[config.mk]
export PLATFORM = sky130hd
export DESIGN_NAME = bus_arbiter_flat
export DESIGN_NICKNAME = d
export VERILOG_FILES = /design/src/rtl/bus_pkg.sv /design/src/rtl/bus_arbiter_if.sv /design/src/rtl/bus_arbiter_slave_decoder.sv /design/src/rtl/bus_arbiter.sv /design/src/flat_wrapper.sv
export SDC_FILE = /design/constraint.sdc
export NUM_CORES = 1
export LEC_CHECK = 0
export CAP_MARGIN = 20
export CORE_MARGIN = 2
export CORE_UTILIZATION = 52
export CTS_CLUSTER_DIAMETER = 80
export CTS_CLUSTER_SIZE = 12
export DETAILED_ROUTE_END_ITERATION = 6
export PLACE_DENSITY_LB_ADDON = 0.1
export SYNTH_ARGS = -nofsm -noshare
export SYNTH_HDL_FRONTEND = slang
export SYNTH_SLANG_ARGS = --single-unit
[constraint.sdc]
create_clock -name clk -period 4.5 [get_ports clk]
set_input_delay 0.9 -clock clk [delete_from_list [all_inputs] [get_ports clk]]
set_output_delay 0.9 -clock clk [all_outputs]
set_load 0.02 [all_outputs]
[src/rtl/bus_pkg.sv]
// Shared serial-bus definitions: arbiter FSM states, master ids and default bus geometry.
package bus_pkg;

    localparam int unsigned DEFAULT_SLAVE_LEN  = 2;
    localparam int unsigned DEFAULT_NUM_SLAVES = 3;

    localparam logic MASTER_1 = 1'b0;
    localparam logic MASTER_2 = 1'b1;

    typedef enum logic [1:0] {
        IDLE    = 2'd0,
        SELECT  = 2'd1,
        CONNECT = 2'd2
    } arb_state_t;

endpackage

[src/rtl/bus_arbiter_if.sv]
// Arbiter <-> master-port handshake bundle; "slave" is the arbiter side, "master" the requester side.
interface bus_arbiter_if #(
    parameter int unsigned SLAVE_LEN  = bus_pkg::DEFAULT_SLAVE_LEN,
    parameter int unsigned NUM_SLAVES = bus_pkg::DEFAULT_NUM_SLAVES
);
    logic                  m1_request;
    logic                  m2_request;
    logic                  m1_slave_select;
    logic                  m2_slave_select;
    logic                  m1_trans_done;
    logic                  m2_trans_done;
    logic                  m1_grant;
    logic                  m2_grant;
    logic                  arbitor_busy;
    logic                  bus_busy;
    logic                  master_sel;
    logic [SLAVE_LEN-1:0]  slave_sel;
    logic [NUM_SLAVES-1:0] slave_en;
    logic                  sel_error;

    modport slave (
        input  m1_request, m2_request, m1_slave_select, m2_slave_select,
        input  m1_trans_done, m2_trans_done,
        output m1_grant, m2_grant, arbitor_busy, bus_busy, master_sel,
        output slave_sel, slave_en, sel_error
    );

    modport master (
        output m1_request, m2_request, m1_slave_select, m2_slave_select,
        output m1_trans_done, m2_trans_done,
        input  m1_grant, m2_grant, arbitor_busy, bus_busy, master_sel,
        input  slave_sel, slave_en, sel_error
    );
endinterface

[src/rtl/bus_arbiter_slave_decoder.sv]
// Combinational slave index decode: one-hot enable plus in-range flag.
module slave_decoder #(
    parameter int unsigned SLAVE_LEN  = bus_pkg::DEFAULT_SLAVE_LEN,
    parameter int unsigned NUM_SLAVES = bus_pkg::DEFAULT_NUM_SLAVES
) (
    input  logic [SLAVE_LEN-1:0]  index,
    output logic [NUM_SLAVES-1:0] slave_en_c,
    output logic                  in_range_c
);
    localparam int unsigned         CMP_W = SLAVE_LEN + 1;
    localparam logic [CMP_W-1:0]    LIMIT = CMP_W'(NUM_SLAVES);

    always_comb begin
        in_range_c = ({1'b0, index} < LIMIT);
        slave_en_c = '0;
        for (int unsigned i = 0; i < NUM_SLAVES; i++) begin
            slave_en_c[i] = (index == SLAVE_LEN'(i));
        end
    end
endmodule

[src/rtl/bus_arbiter.sv]
// Two-master serial bus arbiter: grant, shift in slave index, connect, release.
// Optional ARB_ROUND_ROBIN_EN: round-robin tie-break instead of fixed M1 priority.
module bus_arbiter
    import bus_pkg::*;
#(
    parameter int unsigned SLAVE_LEN  = DEFAULT_SLAVE_LEN,
    parameter int unsigned NUM_SLAVES = DEFAULT_NUM_SLAVES
) (
    input  logic         clk,
    input  logic         reset,
    bus_arbiter_if.slave bus
);
    localparam int unsigned      CNT_W    = $clog2(SLAVE_LEN + 1);
    localparam logic [CNT_W-1:0] CNT_LAST = CNT_W'(SLAVE_LEN);

    arb_state_t            state;
    logic [CNT_W-1:0]      bit_cnt;
    logic [SLAVE_LEN-1:0]  index;
    logic                  m1_grant;
    logic                  m2_grant;
    logic                  arbitor_busy;
    logic                  bus_busy;
    logic                  master_sel;
    logic [SLAVE_LEN-1:0]  slave_sel;
    logic [NUM_SLAVES-1:0] slave_en;
    logic                  sel_error;

    logic [NUM_SLAVES-1:0] dec_en_c;
    logic                  in_range_c;
    logic                  any_req_c;
    logic                  winner_c;
    logic                  gnt_req_c;
    logic                  gnt_sel_c;
    logic                  gnt_done_c;
    logic                  bad_index_c;
    logic                  release_c;

    slave_decoder #(
        .SLAVE_LEN  (SLAVE_LEN),
        .NUM_SLAVES (NUM_SLAVES)
    ) u_slave_decoder (
        .index      (index),
        .slave_en_c (dec_en_c),
        .in_range_c (in_range_c)
    );

    assign any_req_c = bus.m1_request | bus.m2_request;

`ifdef ARB_ROUND_ROBIN_EN
    logic last_served;

    // Records the master of every grant; starts as M2 so M1 wins the first tie.
    always_ff @(posedge clk or negedge reset) begin
        if (!reset) begin
            last_served <= MASTER_2;
        end else if (state == IDLE && any_req_c) begin
            last_served <= winner_c;
        end
    end

    always_comb begin
        winner_c = MASTER_1;
        if (bus.m1_request && bus.m2_request) begin
            winner_c = (last_served == MASTER_1) ? MASTER_2 : MASTER_1;
        end else if (bus.m2_request) begin
            winner_c = MASTER_2;
        end
    end
`else
    always_comb begin
        winner_c = (bus.m2_request && !bus.m1_request) ? MASTER_2 : MASTER_1;
    end
`endif

    // Only the granted master's inputs are observed outside IDLE.
    always_comb begin
        gnt_req_c   = (master_sel == MASTER_2) ? bus.m2_request      : bus.m1_request;
        gnt_sel_c   = (master_sel == MASTER_2) ? bus.m2_slave_select : bus.m1_slave_select;
        gnt_done_c  = (master_sel == MASTER_2) ? bus.m2_trans_done   : bus.m1_trans_done;
        bad_index_c = (state == SELECT) && gnt_req_c && (bit_cnt == CNT_LAST) && !in_range_c;
        release_c   = 1'b0;
        if (state != IDLE) begin
            if (!gnt_req_c) begin
                release_c = 1'b1;
            end else if (state == CONNECT && gnt_done_c) begin
                release_c = 1'b1;
            end else if (bad_index_c) begin
                release_c = 1'b1;
            end
        end
    end

    always_ff @(posedge clk or negedge reset) begin
        if (!reset) begin
            state        <= IDLE;
            bit_cnt      <= '0;
            index        <= '0;
            m1_grant     <= 1'b0;
            m2_grant     <= 1'b0;
            arbitor_busy <= 1'b0;
            bus_busy     <= 1'b0;
            master_sel   <= MASTER_1;
            slave_sel    <= '0;
            slave_en     <= '0;
            sel_error    <= 1'b0;
        end else begin
            sel_error <= bad_index_c;
            if (release_c) begin
                state        <= IDLE;
                m1_grant     <= 1'b0;
                m2_grant     <= 1'b0;
                arbitor_busy <= 1'b0;
                bus_busy     <= 1'b0;
                master_sel   <= MASTER_1;
                slave_sel    <= '0;
                slave_en     <= '0;
            end else begin
                case (state)
                    IDLE: begin
                        if (any_req_c) begin
                            state        <= SELECT;
                            m1_grant     <= (winner_c == MASTER_1);
                            m2_grant     <= (winner_c == MASTER_2);
                            master_sel   <= winner_c;
                            arbitor_busy <= 1'b1;
                            bit_cnt      <= '0;
                            index        <= '0;
                        end
                    end
                    SELECT: begin
                        // After SLAVE_LEN samples the registered index is decoded one cycle later.
                        if (bit_cnt == CNT_LAST) begin
                            state     <= CONNECT;
                            slave_sel <= index;
                            slave_en  <= dec_en_c;
                            bus_busy  <= 1'b1;
                        end else begin
                            index   <= SLAVE_LEN'({index, gnt_sel_c});
                            bit_cnt <= bit_cnt + CNT_W'(1);
                        end
                    end
                    CONNECT: begin
                        state <= CONNECT;
                    end
                    default: begin
                        state <= IDLE;
                    end
                endcase
            end
        end
    end

    assign bus.m1_grant     = m1_grant;
    assign bus.m2_grant     = m2_grant;
    assign bus.arbitor_busy = arbitor_busy;
    assign bus.bus_busy     = bus_busy;
    assign bus.master_sel   = master_sel;
    assign bus.slave_sel    = slave_sel;
    assign bus.slave_en     = slave_en;
    assign bus.sel_error    = sel_error;
endmodule

[src/flat_wrapper.sv]
// flat-port wrapper written by rule: the top's interface ports become plain ports
module bus_arbiter_flat import bus_pkg::*;
#(
    parameter int unsigned SLAVE_LEN  = DEFAULT_SLAVE_LEN,
    parameter int unsigned NUM_SLAVES = DEFAULT_NUM_SLAVES
)
  (clk, reset, bus_m1_request, bus_m2_request, bus_m1_slave_select, bus_m2_slave_select, bus_m1_trans_done, bus_m2_trans_done, bus_m1_grant, bus_m2_grant, bus_arbitor_busy, bus_bus_busy, bus_master_sel, bus_slave_sel, bus_slave_en, bus_sel_error);
  bus_arbiter_if #(.SLAVE_LEN(SLAVE_LEN), .NUM_SLAVES(NUM_SLAVES)) bus_i ();
  input  logic clk;
  input  logic reset;
  input wire logic [$bits(bus_i.m1_request)-1:0] bus_m1_request;
  input wire logic [$bits(bus_i.m2_request)-1:0] bus_m2_request;
  input wire logic [$bits(bus_i.m1_slave_select)-1:0] bus_m1_slave_select;
  input wire logic [$bits(bus_i.m2_slave_select)-1:0] bus_m2_slave_select;
  input wire logic [$bits(bus_i.m1_trans_done)-1:0] bus_m1_trans_done;
  input wire logic [$bits(bus_i.m2_trans_done)-1:0] bus_m2_trans_done;
  output wire logic [$bits(bus_i.m1_grant)-1:0] bus_m1_grant;
  output wire logic [$bits(bus_i.m2_grant)-1:0] bus_m2_grant;
  output wire logic [$bits(bus_i.arbitor_busy)-1:0] bus_arbitor_busy;
  output wire logic [$bits(bus_i.bus_busy)-1:0] bus_bus_busy;
  output wire logic [$bits(bus_i.master_sel)-1:0] bus_master_sel;
  output wire logic [$bits(bus_i.slave_sel)-1:0] bus_slave_sel;
  output wire logic [$bits(bus_i.slave_en)-1:0] bus_slave_en;
  output wire logic [$bits(bus_i.sel_error)-1:0] bus_sel_error;
  assign bus_i.m1_request = bus_m1_request;
  assign bus_i.m2_request = bus_m2_request;
  assign bus_i.m1_slave_select = bus_m1_slave_select;
  assign bus_i.m2_slave_select = bus_m2_slave_select;
  assign bus_i.m1_trans_done = bus_m1_trans_done;
  assign bus_i.m2_trans_done = bus_m2_trans_done;
  assign bus_m1_grant = bus_i.m1_grant;
  assign bus_m2_grant = bus_i.m2_grant;
  assign bus_arbitor_busy = bus_i.arbitor_busy;
  assign bus_bus_busy = bus_i.bus_busy;
  assign bus_master_sel = bus_i.master_sel;
  assign bus_slave_sel = bus_i.slave_sel;
  assign bus_slave_en = bus_i.slave_en;
  assign bus_sel_error = bus_i.sel_error;
  bus_arbiter #(.SLAVE_LEN(SLAVE_LEN), .NUM_SLAVES(NUM_SLAVES)) u_core (.clk(clk), .reset(reset), .bus(bus_i));
endmodule
==> summary by stage <==
Floorplan
Once the floorplan was initialized, standard cells occupied 57.06% of the core. The x dimension of the die is 45.13 um. The die covers 2037 um^2. The placeable core region is 1541 um^2. The overall die height is 45.13 um. 19 I/O pins were placed. The floorplan has 14 rows.

Timing
The worst pin sits at a relative slew slack of 53.60%. Hold timing on the final database bottoms out at a slack of 0.5105 ns. Clock skew on the completed layout was measured at 0.005268 ns. The worst path uses 51.33% of the clock period.

Static timing analysis puts the maximum clock frequency at 432.9 MHz. Setup total negative slack on the finished layout was measured at 0 ns. The total count of max-transition violations in the final report is 0. The slew at the pin closest to its max-slew limit is 0.6939 ns.

The setup violation total in the final timing report is 0. Setup repair after global routing left no endpoint under its margin. The number of endpoints with negative hold slack in the final report was 0.

For the finished layout, the period the worst path requires is 2.310 ns.

Layout
The synthesis-to-layout area growth is 25.60%. Registers take 400.4 um^2. The net count of the finished layout is 128. Once layout is complete, the cells apart from fillers number 130.

The fraction of final layout cells with drive strength greater than 1 is 7.018%. At the end of the flow the core is filled with cells to 71.67%. The antenna diode count is 0.

The number of fill cells is 118. In the final layout, the multi-input gates occupy 452.9 um^2.

Route
The number of design-rule violations left by the first detailed-router iteration is 13. The wire length per cell is 15.37 um. The number of iterations in the first detailed-routing pass is 4. The routed design has 1998 um of wire.

The detail route stage leaves a number of antenna-violating nets equal to 0. The average via count per standard cell is 6.038. After detailed routing, the number of remaining DRC violations is 0. The overall via count from detail_route is 785.

Worst setup path
The slowest stage of the critical path is the clkdlybuf4s50_1 cell. STA classifies the critical path endpoint as an output pin. For this run, the slowest stage of the critical path takes 0.65 ns. For the worst setup path, the data required time is 3.60 ns. The type of origin of the critical path is a flop.

In this run the number of cells on the critical path is 1. The type of the worst setup path is flop to output pin. The end of the worst register-to-register path is u_core.state[1]. The depth of the most critical reg-to-reg path is 6. The arrival time of data at the critical path endpoint is 1.41 ns.

The startpoint identified for the worst register-to-register timing path is u_core.state[1]. Counting both buffers and inverters, the worst setup path holds a total of 1. The maximum net fanout on the critical path is 7. In this run the register-to-register setup slack is 2.67 ns. The category of cells accounting for the largest share of critical-path delay is buffers and inverters. The signal on the critical path passes through clkdlybuf4s50_1.

Synthesis
The sequential element share of the synthesized area is 45.52%. The most instantiated flip-flop cell in the synthesis netlist is dfrtp_1. The total number of yosys warnings is 0.

The synthesized flop and latch total is 16. Counting flops with a built-in enable in the synthesized netlist gives 0. The cell area after technology mapping is 879.6 um^2.

The share of synthesized registers carrying an async set or reset is 100.0%. Counting distinct cell types in the post-synthesis netlist gives 31. The post-synth net total is 107.

The cell count after synthesis is 94. The mean instance size in the synthesized netlist is 9.357 um^2.

Global route
Entering global routing, the biggest net connects 17 pins. The total global routing track utilization is 22.73%. For this run the aggregate overflow at the end of global routing stands at 0. The number of global-route vias before repair is 702. The first global-routing pass estimated 3263 um of wire. The initial antenna violation count is 0.

Clocking
Counting the buffers created by CTS gives 3. The clock sink count is 16. The clock reaches the later pin of the worst-skew pair after 0.29 ns. Gates resized during post-CTS repair numbered 0. The clock transition time at the flip-flop clock pins of the worst setup and hold paths is 0.10 ns. The maximum count of clock buffers along a single path is 2. The post-CTS setup repair buffer count is 0.

Buffers inserted to repair hold after CTS numbered 0. The maximum level of the CTS H-tree is 1. The TritonCTS clock tree is yes. The buffer type at the clock tree root is clkbuf_4.

Worst hold path
In this run the most critical hold path is launched from u_core.bus.bus_busy. The worst hold path was traced through 2 stages. The worst-case hold path end point is u_core.bus.bus_busy.

The path type of the worst min-delay path is flop to flop.

Placed design
The total instance count after detailed placement is 126. Once detailed placement completed, the half-perimeter wirelength came to 1431 um. The count of input and output buffers is 18.

The routability congestion estimate is 0.7897.

Power and ir drop
The total power divided by cell area is 603.2 nW/um^2. In this run the static leakage power is 0.4746 nW. IR analysis of the VDD net gives a maximum drop of 341.2 uV.

Outcome
The run finished with clean final reports.

Run
The count of max-cap constraint violations is 0.
[per-layer routing]
layer	up-vias	wire length [um]	track usage, %
met5	-	0	0
met3	5	121	5.200
met1	368	888	29.29
li1	378	-	-
met2	34	948	36.00
met4	0	40	10.59
[Yosys cell counts (all sizes together), types with 2 or more instances]
master	instances	area, um^2
a21oi	11	55.05
a31oi	2	12.51
and2	2	13.77
dfrtp	16	400.4
ha	5	62.56
inv	4	15.01
nand2	9	33.78
nand2b	2	12.51
nand3	3	15.01
nor2	10	37.54
nor2b	2	12.51
nor3	3	15.01
o21ai	5	25.02
o2bb2ai	4	35.03
[tightest hold or removal path: stages (launching register included)]
cell,delay [ns]
dfrtp_1,0.36
nor2_1,0.05
nor2_1,0.07
[worst max path at each step]
stage	start	to	slack [ns]
finish	u_core.bus.m2_grant	bus_m2_grant	2.19
detailed placement	bus_m1_request	u_core.state[1]	2.01
global route	u_core.bus.m2_grant	bus_master_sel	2.14
floorplan	bus_m1_request	u_core.state[1]	2.69
CTS	u_core.bus.m2_grant	bus_m2_grant	2.19
global placement	bus_m1_request	u_core.state[1]	2.06
[per-stage QoR]
| stage | total power (W) | area, um^2 | setup WS (ns) |
|---|---|---|---|
| 6_report | 0.0006664 | 1105 | 2.190 |
| 5_1_grt | 0.0007121 | 1105 | 2.138 |
| 4_1_cts | 0.0006677 | 1105 | 2.193 |
| 3_5_place_dp | 0.0005675 | 1069 | 2.011 |
| 3_3_place_gp | 0.0005551 | 1069 | 2.064 |
| 2_1_floorplan | 0.0004599 | 879.6 | 2.694 |
[power breakdown]
part           switching (W)  internal [W]
clock network      0.0000468     0.0000493
registers          0.0000419      0.000188
logic               0.000193      0.000147
total               0.000282      0.000384
[state kept, by name, indices dropped and copies added, names as in the netlist]
register	flops
u_core.state	2
u_core.bus.m1_grant	1
u_core.bus.slave_en	3
u_core.bus.arbitor_busy	1
u_core.bit_cnt	2
u_core.bus.bus_busy	1
u_core.bus.m2_grant	1
u_core.bus.slave_sel	2
u_core.index	2
u_core.bus.sel_error	1
[layout make-up]
type	instances	area share [%]
Clock buffer	4	3.284
Sequential cell	16	36.24
Multi-Input combinational cell	72	41.00
Timing Repair Buffer	18	16.31
Inverter	4	1.359
Tap cell	16	1.812
[cell families after synthesis]
logic type,after synthesis,share of synthesized area (%)
AND/OR/NAND/NOR,36,20.48
AO/OA/AOI/OAI,30,22.76
flip-flops,16,45.52
buffers and inverters,6,2.987
adder cells (fa/ha/maj),5,7.112
multiplexers,1,1.138
[cell usage in the layout (no fill, tap or decap), types with 2 or more instances in the layout]
| cell | n |
|---|---|
| a21oi_1 | 11 |
| a31oi_1 | 2 |
| clkbuf_4 | 3 |
| clkdlybuf4s50_1 | 18 |
| dfrtp_1 | 16 |
| ha_1 | 5 |
| inv_1 | 4 |
| nand2_1 | 9 |
| nand2b_1 | 2 |
| nand3_1 | 3 |
| nor2_1 | 10 |
| nor2b_1 | 2 |
| nor3_1 | 3 |
| o21ai_0 | 5 |
| o2bb2ai_1 | 4 |
(Power assumes the default switching activity.)
